[config.mk]
export PLATFORM = sky130hd
export DESIGN_NAME = univ_shift_reg_seq
export DESIGN_NICKNAME = d
export VERILOG_FILES = /design/src/rtl/univ_shift_reg_seq.sv
export SDC_FILE = /design/constraint.sdc
export NUM_CORES = 1
export LEC_CHECK = 0
export CORE_MARGIN = 2
export CORE_UTILIZATION = 55
export DETAILED_ROUTE_END_ITERATION = 12
export PLACE_DENSITY = 0.93
export REMOVE_ABC_BUFFERS = 1
export SETUP_SLACK_MARGIN = 0.1
export SLEW_MARGIN = 20
export SYNTH_ARGS = -nofsm -noshare
export SYNTH_HDL_FRONTEND = slang
export SYNTH_SLANG_ARGS = --single-unit
[constraint.sdc]
create_clock -name CLK -period 2.85 [get_ports CLK]
set_input_delay 0.57 -clock CLK [delete_from_list [all_inputs] [get_ports CLK]]
set_output_delay 0.57 -clock CLK [all_outputs]
set_load 0.01 [all_outputs]
[src/rtl/univ_shift_reg_seq.sv]
// ============================================================================
// univ_shift_reg_seq : universal shift register with command handshake and
//                      multi-step shift/rotate sequencer.
// Optional feature macro: UNIV_SR_PARITY_EN (adds parity output = ^A_par)
// Revision: 1.0 - initial release
// ============================================================================
`default_nettype none

module univ_shift_reg_seq #(
    parameter int WIDTH = 8,
    parameter int CNT_W = 4
) (
    input  logic             CLK,
    input  logic             Clr_b,
    input  logic             cmd_valid,
    output logic             cmd_ready,
    input  logic [2:0]       cmd_mode,
    input  logic [CNT_W-1:0] cmd_count,
    input  logic [WIDTH-1:0] I_par,
    input  logic             MSB_in,
    input  logic             LSB_in,
    input  logic             abort,
    output logic [WIDTH-1:0] A_par,
    output logic             sout_r,
    output logic             sout_l,
    output logic             busy,
    output logic             done
`ifdef UNIV_SR_PARITY_EN
    ,
    output logic             parity
`endif
);

    localparam logic [2:0] MODE_HOLD = 3'b000;
    localparam logic [2:0] MODE_SR   = 3'b001;
    localparam logic [2:0] MODE_SL   = 3'b010;
    localparam logic [2:0] MODE_LOAD = 3'b011;
    localparam logic [2:0] MODE_RR   = 3'b100;
    localparam logic [2:0] MODE_RL   = 3'b101;
    localparam logic [2:0] MODE_ASR  = 3'b110;
    localparam logic [2:0] MODE_CLR  = 3'b111;

    localparam logic [CNT_W-1:0] WIDTH_CNT = CNT_W'(WIDTH);

    typedef enum logic [0:0] {
        IDLE = 1'b0,
        RUN  = 1'b1
    } state_t;

    state_t           state;
    logic [CNT_W-1:0] remaining;
    logic [2:0]       run_mode;
    logic [CNT_W-1:0] eff_count;
    logic [WIDTH-1:0] step_idle;
    logic [WIDTH-1:0] step_run;

    // One single-bit move of the register for the given shift/rotate mode.
    function automatic logic [WIDTH-1:0] step_fn(
        input logic [2:0]       mode,
        input logic [WIDTH-1:0] a,
        input logic             msb,
        input logic             lsb
    );
        logic [WIDTH-1:0] r;
        r = a;
        case (mode)
            MODE_SR:  r = {msb, a[WIDTH-1:1]};
            MODE_SL:  r = {a[WIDTH-2:0], lsb};
            MODE_RR:  r = {a[0], a[WIDTH-1:1]};
            MODE_RL:  r = {a[WIDTH-2:0], a[WIDTH-1]};
            MODE_ASR: r = {a[WIDTH-1], a[WIDTH-1:1]};
            default:  r = a;
        endcase
        return r;
    endfunction

    assign eff_count = (cmd_count > WIDTH_CNT) ? WIDTH_CNT : cmd_count;
    assign step_idle = step_fn(cmd_mode, A_par, MSB_in, LSB_in);
    assign step_run  = step_fn(run_mode, A_par, MSB_in, LSB_in);

    assign cmd_ready = (state == IDLE);
    assign busy      = (state == RUN);
    assign sout_r    = A_par[0];
    assign sout_l    = A_par[WIDTH-1];

`ifdef UNIV_SR_PARITY_EN
    assign parity = ^A_par;
`endif

    always_ff @(posedge CLK or negedge Clr_b) begin
        if (!Clr_b) begin
            state     <= IDLE;
            A_par     <= '0;
            remaining <= '0;
            run_mode  <= MODE_HOLD;
            done      <= 1'b0;
        end else begin
            done <= 1'b0;
            case (state)
                IDLE: begin
                    // abort is deliberately not looked at here: it only cancels a running command
                    if (cmd_valid) begin
                        case (cmd_mode)
                            MODE_HOLD: done <= 1'b1;
                            MODE_LOAD: begin
                                A_par <= I_par;
                                done  <= 1'b1;
                            end
                            MODE_CLR: begin
                                A_par <= '0;
                                done  <= 1'b1;
                            end
                            default: begin
                                if (eff_count == '0) begin
                                    done <= 1'b1;
                                end else if (eff_count == CNT_W'(1)) begin
                                    A_par <= step_idle;
                                    done  <= 1'b1;
                                end else begin
                                    A_par     <= step_idle;
                                    remaining <= eff_count - CNT_W'(1);
                                    run_mode  <= cmd_mode;
                                    state     <= RUN;
                                end
                            end
                        endcase
                    end
                end
                RUN: begin
                    if (abort) begin
                        state     <= IDLE;
                        remaining <= '0;
                    end else begin
                        A_par     <= step_run;
                        remaining <= remaining - CNT_W'(1);
                        if (remaining == CNT_W'(1)) begin
                            state <= IDLE;
                            done  <= 1'b1;
                        end
                    end
                end
                default: state <= IDLE;
            endcase
        end
    end

endmodule

`default_nettype wire

# Word level (Yosys, flattened, before mapping)
# Index checks and enable logic that the tools add are counted.
classes:
  eq_ne: 27
  addsub: 2
  n_mux: 28
  bitwise: 4
  reduce_logical: 7
  order_cmp: 1
op_table:
  columns: ["cell", "count"]
  rows:
  - ["$pmux W8 S5", 2]
  - ["$mux W4", 6]
  - ["$mux W8", 3]
  - ["$pmux W8 S3", 1]
  - ["$eq A3 B3 Y1 const B", 7]
  - ["$pmux W8 S2", 1]
  - ["$ne A2 B2 Y1 const B", 7]
  - ["$mux W1", 12]
  - ["$eq A3 B2 Y1 const B", 3]
  - ["$eq A4 B1 Y1 const B", 2]
  - ["$ne A8 B1 Y1 const B", 1]
  - ["$pmux W4 S2", 1]
  - ["$reduce_and A8 Y1", 1]
  - ["$sub A4 B1 Y4 const B", 2]
  - ["$ne A7 B1 Y1 const B", 1]
  - ["$eq A3 B1 Y1 const B", 2]
  - ["$ne A6 B1 Y1 const B", 1]
  - ["$reduce_and A6 Y1", 1]
  - ["$ne A5 B1 Y1 const B", 1]
  - ["$reduce_and A5 Y1", 1]
  - ["$gt A4 B4 Y1 const B", 1]
  - ["$logic_not A4 Y1", 1]
  - ["$ne A4 B2 Y1 const B", 1]
  - ["$ne A4 B4 Y1 const B", 1]
  - ["5 further kinds", 9]
totals:
  out_inout_bits: 13
  inputBits: 21
  wordCells: 75
  ff_bits: 17

# Logic depth before layout (Yosys ltp)
logic_depth:
  ltp_word: 8
  ltp_mapped: 6
  depth_no_buf: 6

# Least setup slack after synthesis
# OpenSTA, ideal clock, no wires.
synth_path:
  path_type: "input to register"
  start: "input cmd_count[3]"
  end: "register A_par[1]"
  t_required_ns: 2.725
  arrival_ns: 2.008
  setup_time_ns: 0.125
  setup_slack_ns: 0.717
  stages: 5
  n_path_buf: 0
  path_cell_list: "nand2b_1 ha_1 or4b_4 a31oi_4 mux2_2"
synth_between:
  elab_chain_cells: 5
synth_lines:
  columns: ["item", "line_no", "rtl"]
  rows:
  - ["start: declaration", "18", "input logic [CNT_W-1:0] cmd_count,"]
  - ["$gt A4 B4 Y1", "77", "assign eff_count = (cmd_count > WIDTH_CNT) ? WIDTH_CNT : cmd_count;"]
  - ["$mux W4 *", "77", null]
  - ["$logic_not A4 Y1 *", "114", "if (eff_count == '0) begin"]
  - ["$ne A4 B2 Y1 (no source line) *", null, null]
  - ["$reduce_and A6 Y1 (no source line) *", null, null]
  - ["end signal: assignment", "117", "A_par <= step_idle;"]
  - ["end signal: assignment", "120", "A_par <= step_idle;"]
  - ["end signal: assignment", "134", "A_par <= step_run;"]
  - ["end: declaration", "23", "output logic [WIDTH-1:0] A_par,"]
# Mark *: on every way between the ends. The rest lies on a longest branch, timed or not.
# A chain may end at the register's enable or synchronous reset.

# Worst setup path in the final report
layout_path:
  start: "input cmd_count[3]"
  end: "register A_par[2]"
# Same word-level chain as after synthesis.

==> summary.txt <==
STATUS
-----------------------------------------------------------------------------------------------
Result of the run                                                                  complete, no violations

FLOORPLANNING
-----------------------------------------------------------------------------------------------
Total Die Area                                                                        3413 um^2
Width of the die                                                                       58.43 um
Standard-cell rows                                                                           19
Core region area                                                                      2781 um^2
Vert. Die Dim                                                                          58.43 um
# IOs                                                                                        34
Starting utilization of the core area                                                    58.57%

CRITICAL PATH
-----------------------------------------------------------------------------------------------
Cell with the largest stage delay on the worst path                                      or4b_4
Worst R2R Path Depth                                                                          4
Signal arrival time at the worst endpoint                                               2700 ps
R2R Path Start                                                                     run_mode[1]$_DFFE_PN0P_
CP Launch Point                                                                    cmd_count[3]
Largest stage delay, worst path                                                          520 ps
CP cell instances                                                                  clkdlybuf4s50_1 -> nand2b_1 -> ha_1 -> or4b_4 -> a31oi_4 -> mux2_2
Capture instance of the worst register-to-register path                            A_par[5]$_DFFE_PN0P_
Reg2reg setup slack                                                                      910 ps
Critical setup path kind                                                                 in2reg
Critical path startpoint category                                                    input port
Biggest fanout along the worst timing path                                                    7
Worst endpoint required time                                                            3040 ps
Endpoint type of the worst setup path                                                 flip-flop

SYNTHESIS
-----------------------------------------------------------------------------------------------
Unique cell type count in the Yosys netlist                                                  48
Cell taking the most area after synthesis                                               dfrtp_1
Most frequently used cell type in the post-synthesis netlist                            dfrtp_1
Largest cells by area after synthesis                                              dfrtp_1 (26%), mux2_2 (9.7%), o211ai_1 (5.1%), nor2b_1 (3.8%), o31ai_1 (3.2%)
Cells after synthesis                                                                       185
Combined area of all synthesized cells                                                1629 um^2
Most instantiated flip-flop cell in the synthesis netlist                               dfrtp_1
Fraction of registers with async set/reset                                               100.0%
Post-synth EDFFs                                                                              0
Synth Area per Inst                                                                  8.806 um^2
Leading post-synthesis cells by instance count                                     dfrtp_1 (17), mux2_2 (14), o211ai_1 (11)
Sequential element share of the synthesized area                                         26.11%
Yosys Warn Count                                                                              0
Synthesized flop and latch total                                                             17
Area share of the leading cell type in the synthesized netlist                           26.11%

POWER
-----------------------------------------------------------------------------------------------
Cell Int Power                                                                         847.0 uW
Sequential cell fraction of total power                                                   37.1%
Portion of total power attributed to combinational logic                                  54.1%
Switching part of the total power                                                        43.03%
Max VDD drop                                                                          0.5598 mV
Power density relative to cell area                                                736.7 nW/um^2
Static power due to leakage                                                        0.0008320 uW
Switching power                                                                        639.8 uW
Clk network pwr share                                                                      8.9%

TIMING
-----------------------------------------------------------------------------------------------
Final cycle utilization of the critical path                                             88.16%
Worst slew margin relative to its limit                                                  41.92%
Worst clock skew                                                                       1.020 ps
Setup tns final                                                                            0 ps
Clock period minus worst slack                                                          2513 ps
Final setup violation count                                                                   0
Peak Freq                                                                             398.0 MHz
Slew at the pin closest to its max-slew limit                                          869.3 ps
Final count of hold timing violations                                                         0
Number of pins with negative max-slew slack in the final report                               0
Setup repair after global routing missed its margin                                          no
Post-layout worst setup margin                                                         337.4 ps

CLOCKING
-----------------------------------------------------------------------------------------------
Worst-skew pair later-pin latency                                                        290 ps
Cts-stage hold buffer count                                                                   0
CTS Buf Count                                                                                 3
TritonCTS clock tree                                                                        yes
Clock Tree Root                                                                        clkbuf_4
Post-CTS Resized                                                                              0
Maximum clock path buffer count                                                               2
Clock input transition at the sequential cells of the worst setup and hold paths         100 ps
Setup fix buffers added after clock tree synthesis                                            0
Clk sink count                                                                               17
H-tree depth reported by CTS                                                                  1

MIN PATH
-----------------------------------------------------------------------------------------------
Hold Crit Depth                                                                               1
Min-delay src                                                                      remaining[1]$_DFFE_PN0P_
Type of the worst min-delay path                                                        reg2reg
Capture endpoint of the worst hold path                                            remaining[1]$_DFFE_PN0P_

DETAILED ROUTING
-----------------------------------------------------------------------------------------------
Average vias per placed instance                                                          6.736
1st-pass router iterations                                                                    5
Average wire length per cell after detail routing                                      17.80 um
Total length of routed wires                                                           4.378 mm
Count of unresolved DRC violations after routing                                              0
Routed vias                                                                                1657
Initial detailed-routing violation count                                                     86
Remaining antenna violation count after routing                                               0

CELLS AND AREA
-----------------------------------------------------------------------------------------------
Antenna cell count                                                                            0
Ratio of cells with drive above 1 in the final layout                                    13.02%
Final net count                                                                             240
Layout area overhead                                                                     23.89%
Fillcell total                                                                              221

GRT
-----------------------------------------------------------------------------------------------
Number of antenna violations at the first check in global routing                             0
Residual overflow from global routing                                                         0
GRT Overall Usage                                                                        27.01%
Wire length of the first global-routing pass                                           7.307 mm
Maximum number of pins on one net before global-route repair                                 29
Number of global-route vias before repair                                                  1711

PLACED DESIGN
-----------------------------------------------------------------------------------------------
Port Buffers                                                                                 33
Pre-CTS setup slack                                                                    22.27 ps
Final HPWL DP                                                                          3.236 mm
GPL Wtd Cong                                                                             0.9060

JOB
-----------------------------------------------------------------------------------------------
Maxcap violations                                                                             0

[state kept, by name, indices dropped and copies added (netlist names)]
register / count
A_par: 8
remaining: 4
busy: 1
done: 1
run_mode: 3
[critical path, delay by kind of cell]
kind                     cells  cell delay [ps]
buffers and inverters        1              510
AND/OR/NAND/NOR              2              670
adder cells (fa/ha/maj)      1              240
multiplexers                 1              380
AO/OA/AOI/OAI                1              320
[kinds of logic after synthesis]
| kind of cell | count (synthesis) | share of synthesized area, % |
|---|---|---|
| DFF | 17 | 26.11 |
| xor gates and xnor gates | 3 | 1.613 |
| and+or+nand+nor | 61 | 22.89 |
| buffers and inverters | 25 | 6.989 |
| AOI/OAI and AO/OA | 57 | 27.34 |
| adders and majority gates | 3 | 2.304 |
| muxes | 19 | 12.75 |
[stage by stage]
| step | util (%) | hold slack [ps] | cells | cell area (um^2) | power (uW) |
|---|---|---|---|---|---|
| after CTS | 72.56 | 585.8 | 246 | 2018 | 1476 |
| after global placement | 71.57 | 528.0 | 242 | 1991 | 1288 |
| after floorplan | - | 274.4 | 171 | 1556 | 974.7 |
| final | 72.56 | 578.8 | 246 | 2018 | 1487 |
| after detailed placement | 71.57 | 554.0 | 242 | 1991 | 1347 |
| after global routing | 72.56 | 604.6 | 246 | 2018 | 1591 |
[per-layer routing]
metal / wire, um / global-route usage (%) / share of wire (%) / up-vias
li1: - / - / - / 766
met1: 1779 / 32.60 / 41 / 812
met2: 2242 / 47.03 / 51 / 75
met3: 325 / 2.418 / 7.4 / 4
met4: 30 / 14.95 / 0.69 / 0
met5: 0 / 0 / 0 / -
[cell type report]
cell class	count	area (um^2)	area share, %
inverter	11	41.29	2.046
multi-input combinational	143	1090	54.00
tap	31	38.79	1.922
timing repair buffer	40	395.4	19.59
clock buffer	3	22.52	1.116
sequential	17	425.4	21.08
clock inverter	1	5.005	0.2480
[power by group through the flow]
stage	sequential [uW]	clock, uW	combinational [uW]
finish	551	132	804
CTS	541	132	804
global placement	525	0	763
detailed placement	546	0	801
global route	569	146	875
floorplan	523	0	451
[worst max-delay path by stage]
stage | to | cells past startpoint | slack, ps
after detailed placement | A_par[2]$_DFFE_PN0P_ | 6 | 20
final | A_par[2]$_DFFE_PN0P_ | 6 | 340
after CTS | A_par[2]$_DFFE_PN0P_ | 6 | 340
after global placement | A_par[3]$_DFFE_PN0P_ | 6 | 140
after global routing | A_par[2]$_DFFE_PN0P_ | 6 | 300
after floorplan | A_par[1]$_DFFE_PN0P_ | 5 | 720
[cells in the final DEF (no fill, tap or decap), types with 3 or more instances in the layout]
| cell | Yosys | routed |
|---|---|---|
| dfrtp_1 | 17 | 17 |
| nor2b_1 | 10 | 10 |
| mux2i_1 | 5 | 5 |
| inv_1 | 9 | 9 |
| buf_4 | 3 | 6 |
| nand2_1 | 5 | 5 |
| o21ai_0 | 5 | 5 |
| nor2_1 | 10 | 10 |
| clkdlybuf4s50_1 | 0 | 33 |
| nor3b_1 | 3 | 3 |
| ha_1 | 3 | 3 |
| o211ai_1 | 11 | 11 |
| mux2_2 | 14 | 14 |
| nand3b_1 | 3 | 3 |
| and3b_1 | 6 | 6 |
| nand2b_1 | 5 | 5 |
| a21oi_1 | 5 | 5 |
| a211oi_1 | 6 | 6 |
| nand3_1 | 4 | 4 |
| nand4_1 | 5 | 5 |
| clkbuf_4 | 0 | 3 |
| xnor2_1 | 3 | 3 |
| o31ai_1 | 7 | 7 |
Note: power is estimated with default switching activity, not from simulation.
